`src/rtl/serial_add_pkg.sv`:
```
`default_nettype none
// ============================================================================
// Module      : serial_add_pkg
// Description : Shared state encoding, default width and counter-width helper
//               for the bit-serial adder.
// Revision    : 1.0 - initial release
// ============================================================================
package serial_add_pkg;

    typedef enum logic [1:0] {
        IDLE  = 2'd0,
        SHIFT = 2'd1,
        DONE  = 2'd2
    } state_t;

    localparam int C_DEFAULT_WIDTH = 8;

    // Bit counter only has to reach WIDTH-1, so $clog2(WIDTH) bits suffice.
    function automatic int cnt_width(input int w);
        return (w < 2) ? 1 : $clog2(w);
    endfunction

endpackage
`default_nettype wire

```
`src/rtl/half_add_cell.sv`:
```
`default_nettype none
// ============================================================================
// Module      : half_add_cell
// Description : Single-bit half adder (sum = a ^ b, carry = a & b).
// Revision    : 1.0 - initial release
// ============================================================================
module half_add_cell (
    input  logic a,
    input  logic b,
    output logic s,
    output logic c
);

    assign s = a ^ b;
    assign c = a & b;

endmodule
`default_nettype wire

```
`src/rtl/serial_add_unit.sv`:
```
`default_nettype none
// ============================================================================
// Module      : serial_add_unit
// Description : Bit-serial adder. Accepts LSB-first operand bit pairs over a
//               valid/ready handshake, chains the carry across cycles and
//               publishes a WIDTH-bit sum plus carry-out with a done pulse.
// Revision    : 1.0 - initial release
// ============================================================================
module serial_add_unit
    import serial_add_pkg::*;
#(
    parameter int WIDTH = C_DEFAULT_WIDTH
) (
    input  logic             clk,
    input  logic             rst,
    input  logic             start,
    input  logic             in_valid,
    input  logic             a_bit,
    input  logic             b_bit,
    output logic             in_ready,
    output logic [WIDTH-1:0] sum_out,
    output logic             carry_out,
    output logic             done,
    output logic             busy
);

    localparam int                     CNT_W  = cnt_width(WIDTH);
    localparam logic [CNT_W-1:0]       C_LAST = CNT_W'(WIDTH - 1);

    state_t             r_state;
    state_t             w_state_next;
    logic               r_carry;
    logic [CNT_W-1:0]   r_cnt;
    logic [WIDTH-1:0]   r_shreg;

    logic               w_accept;
    logic               w_last;
    logic               w_p;
    logic               w_g;
    logic               w_sum;
    logic               w_pc;
    logic               w_carry_next;
    logic [WIDTH-1:0]   w_shreg_next;

    // Full adder built from two half-add cells plus an OR on the carries.
    half_add_cell u_ha_ab (
        .a (a_bit),
        .b (b_bit),
        .s (w_p),
        .c (w_g)
    );

    half_add_cell u_ha_pc (
        .a (w_p),
        .b (r_carry),
        .s (w_sum),
        .c (w_pc)
    );

    assign w_carry_next = w_g | w_pc;
    assign w_shreg_next = {w_sum, r_shreg[WIDTH-1:1]};
    assign w_accept     = (r_state == SHIFT) && in_valid;
    assign w_last       = (r_cnt == C_LAST);

    // State register.
    always_ff @(posedge clk or posedge rst) begin
        if (rst) begin
            r_state <= IDLE;
        end else begin
            r_state <= w_state_next;
        end
    end

    // Next-state and handshake/status decode; outputs depend on state only.
    always_comb begin
        w_state_next = r_state;
        in_ready     = 1'b0;
        busy         = 1'b0;
        done         = 1'b0;
        case (r_state)
            IDLE: begin
                if (start) begin
                    w_state_next = SHIFT;
                end
            end
            SHIFT: begin
                in_ready = 1'b1;
                busy     = 1'b1;
                if (w_accept && w_last) begin
                    w_state_next = DONE;
                end
            end
            DONE: begin
                done         = 1'b1;
                busy         = 1'b1;
                w_state_next = IDLE;
            end
            default: begin
                w_state_next = IDLE;
            end
        endcase
    end

    // Datapath: clear on start, shift/accumulate on accept, publish on last bit.
    always_ff @(posedge clk or posedge rst) begin
        if (rst) begin
            r_carry   <= 1'b0;
            r_cnt     <= '0;
            r_shreg   <= '0;
            sum_out   <= '0;
            carry_out <= 1'b0;
        end else begin
            if ((r_state == IDLE) && start) begin
                r_carry <= 1'b0;
                r_cnt   <= '0;
                r_shreg <= '0;
            end
            if (w_accept) begin
                r_shreg <= w_shreg_next;
                r_carry <= w_carry_next;
                if (w_last) begin
                    sum_out   <= w_shreg_next;
                    carry_out <= w_carry_next;
                end else begin
                    r_cnt <= r_cnt + CNT_W'(1);
                end
            end
        end
    end

endmodule
`default_nettype wire
```
`config.mk`:
```
export PLATFORM = sky130hd
export DESIGN_NAME = serial_add_unit
export DESIGN_NICKNAME = d
export VERILOG_FILES = /design/src/rtl/serial_add_pkg.sv /design/src/rtl/half_add_cell.sv /design/src/rtl/serial_add_unit.sv
export SDC_FILE = /design/constraint.sdc
export NUM_CORES = 1
export LEC_CHECK = 0
export ABC_AREA = 1
export BUFFER_PORTS_ARGS = -buffer_cell sky130_fd_sc_hd__buf_4
export CAP_MARGIN = 30
export CORE_ASPECT_RATIO = 0.8
export CORE_MARGIN = 2
export CORE_UTILIZATION = 30
export CTS_BUF_LIST = sky130_fd_sc_hd__clkbuf_2
export DETAILED_ROUTE_END_ITERATION = 8
export PLACE_DENSITY = 0.59
export SETUP_SLACK_MARGIN = 0.4
export SYNTH_ARGS = -nofsm -noshare
export SYNTH_HDL_FRONTEND = slang
export SYNTH_SLANG_ARGS = --single-unit
export TNS_END_PERCENT = 5
```
`constraint.sdc`:
```
create_clock -name clk -period 1.7 [get_ports clk]
set_input_delay 0.17 -clock clk [delete_from_list [all_inputs] [get_ports clk]]
set_output_delay 0.17 -clock clk [all_outputs]
set_load 0.01 [all_outputs]
```
==> metrics.cfg <==
[yosys]
synthTopCellsByArea=dfrtp_1 54%, nand2_1 9.9%, ha_1 9.8%
avgSynthCellArea_sq_um=10.0
synth-compound-area-share_pct=10.7
yosys.area.top_type_share_pct=53.9
syn_area_sq_um=1020
synth_xor_area_share_pct=0
yosys.area_share.simple_pct=17.0
synth_fa_ha_area_share_pct=11.8
ys_ff_latch=22
synth_top_family_by_area=simple AND/OR/NAND/NOR gates
synth_nets=117
yosysWarnings=0
synth-seq-area-share_pct=53.9
ys_types=13
yosys.area.top_type=dfrtp_1
synth_mux_area_share_pct=0
syn_inst=102

[cells_and_area]
layout_common_cells=26 x nand2_1, 22 x dfrtp_1, 22 x buf_4
area_delta_synth_final_pct=34.7
stdcell_count=173
layout.nets=149
multiInputGateArea_sq_um=433
ff_latch_area_sq_um=551
mostFrequentLayoutCell=nand2_1
nFillCells=315
layout-drive-gt1-share_pct=33.8
insertedDiodeCount=0
fin_area_sq_um=1380

[timing]
finalCritPeriodShare_pct=81.0
hold_viol_final=0
min_period_ns=1.38
setup_viol=0
fin_skew_ns=0.00662
fin_tns_setup_ns=0
worstMarginPinSlew_ns=0.306
max_slew_margin_pct=79.5
max_freq_mhz=726
rsz0062_at_grt=yes
slew_violations=0
timing.final.ws_setup_ns=0.323

[pwr]
p_switching_w=0.000588
comb_power_share_pct=41.6
swShare_pct=33.5
p_int_w=0.00117
vdd_drop_max_mv=0.725
power.static_leakage_nw=0.709
finalPower_w=0.00176
power_frac_seq_pct=37.9
clkPwrFrac_pct=20.5
power_density_nw_per_um2=1280

[setup_path]
crit_family=flip-flops
slowest_stage=dfrtp_1
path_class=flop to primary output
r2r-start=r_state[1]
start_kind=flop
path_buf_inv=2
crit_start=r_state[1]
crit_required_ns=1.53
arrival_ns=1.21
crit_path_cell_trace=inv_2 > ha_4 > buf_6
critPathMaxStageDelay_ns=0.45
worst_setup_path_end_kind=primary output
crit_fanout=3

[routing]
routed_wl_microns=1880
wire_per_inst_microns=10.9
route.vias.total=763
post-route-drc-count=0
ant_nets=0
drtIter0Drc=33
drt_pass1_iterations=4
vias_per_cell=4.41

[clocking]
ctsRootBufferMaster=clkbuf_2
clock_latency_ns=0.32
cts_tree=yes
clkSinkCount=22
cts_buffer_depth=2
cts_made_buffers=3
path_clk_slew_ns=0.20
htreeDepth=1

[floorplan]
rows=18
start_util_pct=32.2
ioPinCount=18
fp.dieW_microns=69.2
die_h_microns=56.2
core_area_sq_um=3180
dieArea_sq_um=3890

[global_route]
antenna_found_initial=0
grt_pass1_vias=751
overflow=0
grtUsageTotal_pct=10.3
grt_max_degree=16
grt_pass1_wl_microns=3260

[outcome]
status=complete, no violations

[worst_hold_path]
hold_start=in_valid
min_path_type=primary input to flop

[placed_design]
port_buffers=17
dp.cells=160
placed_area_sq_um=1200
place_worst_setup_slack_ns=0.211
dp_hpwl_microns=1350
routabilityCongestion=0.813

[run]
maxCapViolations=0

## registers in the layout, summed over array words and instances, names as in the netlist
signal     cells
r_carry        1
sum_out        8
r_cnt          3
carry_out      1
r_state        2
r_shreg        7
## path summary, 6_finish.rpt
check | endpoint | slack (ns) | depth (start not counted)
min reg2reg | sum_out[1] | 0.51 | 2
max | busy | 0.32 | 3
max in group asynchronous | carry_out | 0.89 | 4
min in group asynchronous | sum_out[6] | 0.31 | 3
min | r_carry | 0.12 | 3
max reg2reg | sum_out[0] | 0.32 | 7
## worst min-delay path, cell delays in order
cell and delay [ns]:
buf_4 0.14, nand3_1 0.06, nand2_1 0.06
## timing repair
action	4_1_cts	5_1_grt
hold endpoints to repair	7	0
setup endpoints to repair	24	22
pin swaps	1	0
resized for setup	8	2
hold buffers	1	0
setup buffers	7	1
## cell usage after synthesis, drive strengths merged
cell and instances:
inv 15, fa 1, nor2 1, dfrtp 22, ha 8, nand2 28
nand3 10, o21ai 11, buf 1, o22ai 5
## kinds of logic (layout without fill, tap and decap cells)
family | count (synthesis) | after routing
AOI/OAI and AO/OA | 16 | 16
adders and majority gates | 9 | 9
buffers and inverters | 16 | 47
DFF | 22 | 22
and+or+nand+nor | 39 | 39
## stage by stage
step	hold WS (ns)	util, %
after floorplan	0.159	-
after global placement	0.142	37.9
after detailed placement	0.141	37.9
after CTS	0.0925	42.9
after global routing	0.107	43.3
final	0.122	43.3
## metal layers
metal,GRT usage [%],vias to the layer above,part of all wire (%)
met5,0,-,0
met4,1.68,0,0.37
met1,13.1,349,48
li1,-,392,-
met3,3.80,2,5.8
met2,17.2,20,45
## power by group through the flow
stage / sequential (W) / clock (W) / combinational, W
floorplan: 0.000667 / 0 / 0.000365
global placement: 0.000673 / 0 / 0.000502
detailed placement: 0.000677 / 0 / 0.000520
CTS: 0.000665 / 0.000376 / 0.000714
global route: 0.000680 / 0.000396 / 0.000816
finish: 0.000667 / 0.000361 / 0.000731
## area by class of cell
cell class / instances / share of cell area (%)
clock inverters: 1 / 2.18
well taps: 40 / 3.64
repair buffers: 28 / 17.5
flip-flops and latches: 22 / 40.0
clock buffers: 3 / 1.09
inverters: 15 / 4.09
multi-input cells: 64 / 31.5
No activity file was read; power rests on OpenSTA's default activity.
